File: src/rtl/ibus_dbus_arbiter.sv
// ibus_dbus_arbiter: shares one SRAM-like bus between the instruction-fetch
// port and the MEM-stage data port. The data side wins ties because it
// belongs to the older instruction. Each side raises a stall request until its
// access has completed. A flush lets any in-flight access finish on the bus
// but throws away its result.
//
// Handshake: bus_req_o and the other bus_* outputs stay constant from issue
// until the cycle in which bus_ack_i is sampled high. bus_ack_i is a
// single-cycle pulse, and bus_rdata_i is valid only in that cycle. An ack
// that arrives while no request is outstanding is ignored.
module ibus_dbus_arbiter #(
  parameter int ADDR_W = 32,
  parameter int DATA_W = 32
) (
  input  logic                clk,
  input  logic                rst,
  input  logic                if_ce_i,
  input  logic [ADDR_W-1:0]   if_addr_i,
  output logic [DATA_W-1:0]   if_inst_o,
  output logic                stallreq_if_o,
  input  logic                mem_ce_i,
  input  logic                mem_we_i,
  input  logic [DATA_W/8-1:0] mem_sel_i,
  input  logic [ADDR_W-1:0]   mem_addr_i,
  input  logic [DATA_W-1:0]   mem_data_i,
  output logic [DATA_W-1:0]   mem_data_o,
  output logic                stallreq_mem_o,
  input  logic                stall_i,
  input  logic                flush_i,
  output logic                bus_req_o,
  output logic                bus_we_o,
  output logic [DATA_W/8-1:0] bus_sel_o,
  output logic [ADDR_W-1:0]   bus_addr_o,
  output logic [DATA_W-1:0]   bus_wdata_o,
  input  logic                bus_ack_i,
  input  logic [DATA_W-1:0]   bus_rdata_i,
  output logic [1:0]          dbg_state
);

  localparam int SEL_W = DATA_W / 8;

  typedef enum logic [1:0] {
    IDLE     = 2'd0,
    IF_BUSY  = 2'd1,
    MEM_BUSY = 2'd2,
    DRAIN    = 2'd3
  } state_t;

  state_t              state, state_nxt;
  logic                if_hold, mem_hold;
  logic                if_hold_nxt, mem_hold_nxt;
  logic                set_if, set_mem;
  logic                req_nxt, we_nxt;
  logic [SEL_W-1:0]    sel_nxt;
  logic [ADDR_W-1:0]   addr_nxt;
  logic [DATA_W-1:0]   wdata_nxt, inst_nxt, mdata_nxt;
  logic                hold_clear;

  // A hold marks data that the stalled pipeline has not consumed yet, so it
  // masks that side's stall request.
  assign stallreq_if_o  = if_ce_i & ~if_hold & ~rst;
  assign stallreq_mem_o = mem_ce_i & ~mem_hold & ~rst;
  assign dbg_state      = state;

  // The pipeline consumes the held data on any cycle in which it advances or
  // flushes.
  assign hold_clear = ~stall_i | flush_i;

  // Next-state logic, bus command, result capture and hold update.
  always_comb begin
    state_nxt = state;
    req_nxt   = bus_req_o;
    we_nxt    = bus_we_o;
    sel_nxt   = bus_sel_o;
    addr_nxt  = bus_addr_o;
    wdata_nxt = bus_wdata_o;
    inst_nxt  = if_inst_o;
    mdata_nxt = mem_data_o;
    set_if    = 1'b0;
    set_mem   = 1'b0;

    case (state)
      IDLE: begin
        if (mem_ce_i && !mem_hold && !flush_i) begin
          req_nxt   = 1'b1;
          we_nxt    = mem_we_i;
          sel_nxt   = mem_sel_i;
          addr_nxt  = mem_addr_i;
          wdata_nxt = mem_data_i;
          state_nxt = MEM_BUSY;
        end else if (if_ce_i && !if_hold && !flush_i) begin
          req_nxt   = 1'b1;
          we_nxt    = 1'b0;
          sel_nxt   = '1;
          addr_nxt  = if_addr_i;
          state_nxt = IF_BUSY;
        end
      end
      IF_BUSY: begin
        if (bus_ack_i) begin
          req_nxt   = 1'b0;
          we_nxt    = 1'b0;
          state_nxt = IDLE;
          if (!flush_i) begin
            inst_nxt = bus_rdata_i;
            set_if   = 1'b1;
          end
        end else if (flush_i) begin
          state_nxt = DRAIN;
        end
      end
      MEM_BUSY: begin
        if (bus_ack_i) begin
          req_nxt   = 1'b0;
          we_nxt    = 1'b0;
          state_nxt = IDLE;
          if (!flush_i) begin
            if (!bus_we_o) mdata_nxt = bus_rdata_i;
            set_mem = 1'b1;
          end
        end else if (flush_i) begin
          state_nxt = DRAIN;
        end
      end
      DRAIN: begin
        // The transaction runs to completion on the bus. Its data is discarded.
        if (bus_ack_i) begin
          req_nxt   = 1'b0;
          we_nxt    = 1'b0;
          state_nxt = IDLE;
        end
      end
      default: state_nxt = IDLE;
    endcase

    // Setting a hold outranks clearing it only while the pipeline is held.
    // set_* already implies that flush_i is low.
    if (set_if && stall_i) if_hold_nxt = 1'b1;
    else if (hold_clear)   if_hold_nxt = 1'b0;
    else                   if_hold_nxt = if_hold;

    if (set_mem && stall_i) mem_hold_nxt = 1'b1;
    else if (hold_clear)    mem_hold_nxt = 1'b0;
    else                    mem_hold_nxt = mem_hold;
  end

  // State register and registered outputs. Reset abandons any access.
  always_ff @(posedge clk) begin
    if (rst) begin
      state       <= IDLE;
      bus_req_o   <= 1'b0;
      bus_we_o    <= 1'b0;
      bus_sel_o   <= '0;
      bus_addr_o  <= '0;
      bus_wdata_o <= '0;
      if_inst_o   <= '0;
      mem_data_o  <= '0;
      if_hold     <= 1'b0;
      mem_hold    <= 1'b0;
    end else begin
      state       <= state_nxt;
      bus_req_o   <= req_nxt;
      bus_we_o    <= we_nxt;
      bus_sel_o   <= sel_nxt;
      bus_addr_o  <= addr_nxt;
      bus_wdata_o <= wdata_nxt;
      if_inst_o   <= inst_nxt;
      mem_data_o  <= mdata_nxt;
      if_hold     <= if_hold_nxt;
      mem_hold    <= mem_hold_nxt;
    end
  end

endmodule

File: config.mk
export PLATFORM = sky130hd
export DESIGN_NAME = ibus_dbus_arbiter
export DESIGN_NICKNAME = d
export VERILOG_FILES = /design/src/rtl/ibus_dbus_arbiter.sv
export SDC_FILE = /design/constraint.sdc
export NUM_CORES = 1
export LEC_CHECK = 0
export CAP_MARGIN = 25
export CORE_MARGIN = 4
export CORE_UTILIZATION = 36
export CTS_BUF_LIST = sky130_fd_sc_hd__clkbuf_8
export CTS_CLUSTER_DIAMETER = 120
export DETAILED_ROUTE_END_ITERATION = 8
export PLACE_DENSITY = 0.82
export SLEW_MARGIN = 20
export SYNTH_ARGS = -nofsm -noshare
export SYNTH_HDL_FRONTEND = slang
export SYNTH_SLANG_ARGS = --single-unit
File: constraint.sdc
create_clock -name clk -period 1.8 [get_ports clk]
set_clock_uncertainty 0.2 [all_clocks]
set_input_delay 0.18 -clock clk [delete_from_list [all_inputs] [get_ports clk]]
set_output_delay 0.18 -clock clk [all_outputs]
set_load 0.02 [all_outputs]
==> results of run 1 <==
## cell type report
class,instances,area share
repair buffers,307,0.356
flip-flops and latches,138,0.314
multi-input cells,432,0.256
clock buffers,18,0.0281
well taps,180,0.0255
clock inverters,14,0.0174
inverters,5,0.00270
## worst max-delay path, stage by stage (launching register included)
cell	delay, ns
dfxtp_4	0.36
buf_4	0.14
ha_2	0.17
nand2_1	0.08
or3_4	0.38
clkbuf_16	0.20
nand2_1	0.09
a21oi_1	0.07
## logic make-up after synthesis
family / after synthesis
mux: 32
fa+ha+maj: 5
simple gates: 216
compound gates: 179
buf+inv: 52
flops: 138
## path summary, 6_finish.rpt
check / startpoint / endpoint
setup / recovery: dbg_state[1] / mem_data_o[13]
hold / removal: mem_data_i[28] / bus_wdata_o[28]
setup reg to reg: dbg_state[1] / mem_data_o[13]
hold reg to reg: bus_wdata_o[26] / bus_wdata_o[26]
## layer usage
layer,part of all wire,vias to the layer above
li1,-,2646
met1,0.38,2439
met2,0.51,215
met3,0.096,23
met4,0.018,0
met5,0,-
## flip-flops by register name (all words and copies together) (netlist names)
name / cells
bus_sel_o: 4
bus_req_o: 1
dbg_state: 2
bus_we_o: 1
bus_wdata_o: 32
mem_hold: 1
mem_data_o: 32
if_inst_o: 32
bus_addr_o: 32
if_hold: 1
## cell usage after synthesis
cell,instances
o21ai_0,33
nor3_1,2
inv_1,4
o221a_2,4
nor4_1,1
nor3b_1,2
o41ai_2,1
buf_6,1
nand3b_1,1
a31o_2,1
a211oi_1,1
ha_1,5
nor2_1,4
inv_2,1
nor2b_1,1
and3_1,1
clkbuf_1,32
or3_1,1
nand2_1,195
buf_4,4
mux2i_1,32
and4bb_2,1
o211ai_1,1
a32o_1,1
nor3b_2,1
nand2b_1,5
dfxtp_1,138
a221o_1,1
or2_1,1
a21oi_1,136
buf_2,10
## power groups by stage
stage | Sequential [uW] | Combinational (uW) | Clock, uW
CTS | 3480 | 2150 | 2640
finish | 3480 | 2140 | 2570
global route | 3510 | 2320 | 2780
floorplan | 3880 | 709 | 0
detailed placement | 3550 | 2260 | 0
global placement | 3540 | 2230 | 0
## timing repair
| item | 4_1_cts | 5_1_grt |
|---|---|---|
| hold buffers | 1 | 0 |
| resized for setup | 91 | 53 |
| endpoints found under the setup margin | 91 | 84 |
| cloned | 0 | 1 |
| setup buffers | 1 | 0 |
| endpoints found under the hold margin | 13 | 0 |
| pin swaps | 0 | 1 |
## through the flow
stage / total power, uW / cell area, sq um / instances
after floorplan: 4590 / 5220 / 622
after global placement: 5780 / 8350 / 1059
after detailed placement: 5810 / 8350 / 1059
after CTS: 8270 / 8660 / 1093
after global routing: 8610 / 8820 / 1094
final: 8190 / 8820 / 1094
## cell usage in the layout (no fill, tap or decap), drive strengths merged, types with 2 or more instances in the layout
cell type and n:
bufinv 3, clkdlybuf4s15 2, nor2 4, nor3b 3, ha 5, dfxtp 138, nor3 2, clkdlybuf4s50 140
dlygate4sd2 87, a21oi 136, mux2i 32, o221a 4, o21ai 33, clkbuf 19, nand2 195, buf 29
nand2b 5, dlymetal6s2s 47, inv 10, clkinv 6
==> metrics.md, run 1 <==
| Metric | Value |
|---|---|
| CTS tree | `yes` |
| Routability cong. | `approximately 0.8` |
| Number of global-route vias before repair | `~5.2k` |
| Drt via density | `4.87` |
| Rel. slew slack | `0.680` |
| Count of standard-cell rows | `43` |
| DP HPWL | `~13000 um` |
| Worst endpoint data arrival time | `around 1.9 ns` |
| Hold Path Class | `in2reg` |
| Final Util | `0.631` |
| Synth top area cells | `dfxtp_1 (53%), nand2_1 (14%), a21oi_1 (13%), mux2i_1 (6.2%), o21ai_0 (3.2%)` |
| Clock Power Share | `0.314` |
| Reg2Reg Depth | `7` |
| Synthesis-to-layout area growth | `69.8%` |
| Post-Syn Nets | `~770` |
| Die extent in y | `128 um` |
| Largest net degree at the start of global routing | `49` |
| Leak Pwr | `between 0.004 and 0.005 uW` |
| Total via count in the routed design | `5323` |
| Post-route clock period utilization | `1.00` |
| Failing checks | `setup timing` |
| Iteration-0 DRC count of the detailed router | `256` |
| Multi-input logic area | `about 2300 sq um` |
| Share of post-route cells with drive strength above 1 | `0.0886` |
| Mux share of post-synthesis cell area | `0.0617` |
| Sequential cell area | `about 2800 sq um` |
| Synth Area in Compound Gates | `0.183` |
| Final wirelength | `about 18000 um` |
| GRT Util Overall | `0.204` |
| Detailed-route DRC error count | `0` |
| Drt pass-1 iters | `4` |
| Critical Path RT | `around 1.9 ns` |
| MaxCap Viol Count | `0` |
| Final hold viol count | `0` |
| FF-to-FF setup slack | `-0.006 ns` |
| Initial antenna violation count | `0` |
| Die Area | `16400 sq um` |
| Worst-Margin Slew | `between 0.4 and 0.5 ns` |
| Max frequency | `554 MHz` |
| Antenna cells | `0` |
| Slew Limit Fails | `0` |
| Syn Area/Cell | `8.35 sq um` |
| Pwr/cell area | `929 nW/um^2` |
| Post-synthesis adder-cell area fraction | `0.0120` |
| Final setup TNS | `-0.0113 ns` |
| Status | `finished, violations left` |
| Synth Area in Simple Gates | `0.167` |
| Seq pwr share | `0.425` |
| RSZ-0062 raised after global routing | `true` |
| Total grt overflow | `0` |
| Final min period | `roughly 1.8 ns` |
| CP Launch Type | `flip-flop` |
| Core Area | `~14000 sq um` |
| Yosys cell types | `31` |
| Switching share of total power | `0.301` |
| Final-report setup violation count | `3` |
| H-tree depth | `4` |
| Synthesized cell area | `just over 5000 sq um` |
| Die Wd | `approximately 130 um` |
| Seq cells post-synth | `between 100 and 150` |
| Clk_lat worst skew | `around 0.44 ns` |
| XOR/XNOR Fraction of Synth Area | `0` |
| Post-Route Hold Slack | `between 0.07 and 0.08 ns` |
| Critical path class | `reg2reg` |
| Int Pwr | `between 5000 and 6000 uW` |
| Pre-CTS setup slack | `-0.164 ns` |
| GRT met2 Usage | `0.365` |
| Largest family of logic cells by synthesized area | `compound AO/OA/AOI/OAI gates` |
| Nets | `around 1.0k` |
| Leading area contributor after synthesis | `dfxtp_1` |
| GR Layer Usage met3 | `0.0771` |
| CP endpoint kind | `flip-flop` |
| Initial core utilization | `0.371` |
| Post-Syn Instances | `622` |
| Per-cell routed wire length | `between 15 and 20 um` |
| Hold path depth | `3` |
| GRT met1 Usage | `0.224` |
| # port buffers | `between 200 and 300` |
| Fill cells | `1220` |
| Clock-pin transition on the worst setup and hold timing paths | `around 0.080 ns` |
| Yosys Warn Count | `0` |
| Crit-path max FO | `16` |
| CTS Buffer Depth | `2` |
| Sequential area share after synthesis | `0.532` |
| Num CTS Buffers | `17` |
| Post-synth top area share | `0.532` |
| Clk root buf | `clkbuf_8` |
| Sw Pwr | `approximately 2500 uW` |
| Post-route setup slack | `-0.00554 ns` |
| First-pass GRT wire length | `26400 um` |
| Comb power frac | `0.261` |
| Peak supply drop | `roughly 0.00056 V` |
| Antenna Nets Post-Route | `0` |
| I/O pin cnt | `around 280` |
| CTS sink count | `between 100 and 150` |
| Gr busiest metal | `met2` |
Power figures use the tool's default switching activity.
==> run 2: changes to the inputs <==
--- a/config.mk
+++ b/config.mk
@@ -5,6 +5,7 @@
 export SDC_FILE = /design/constraint.sdc
 export NUM_CORES = 1
 export LEC_CHECK = 0
+export ABC_CLOCK_PERIOD_IN_PS = 1800
 export CAP_MARGIN = 25
 export CORE_MARGIN = 4
 export CORE_UTILIZATION = 36
==> results of run 2 <==
Same layout as run 1: the final DEF is identical, and so are final timing and power.
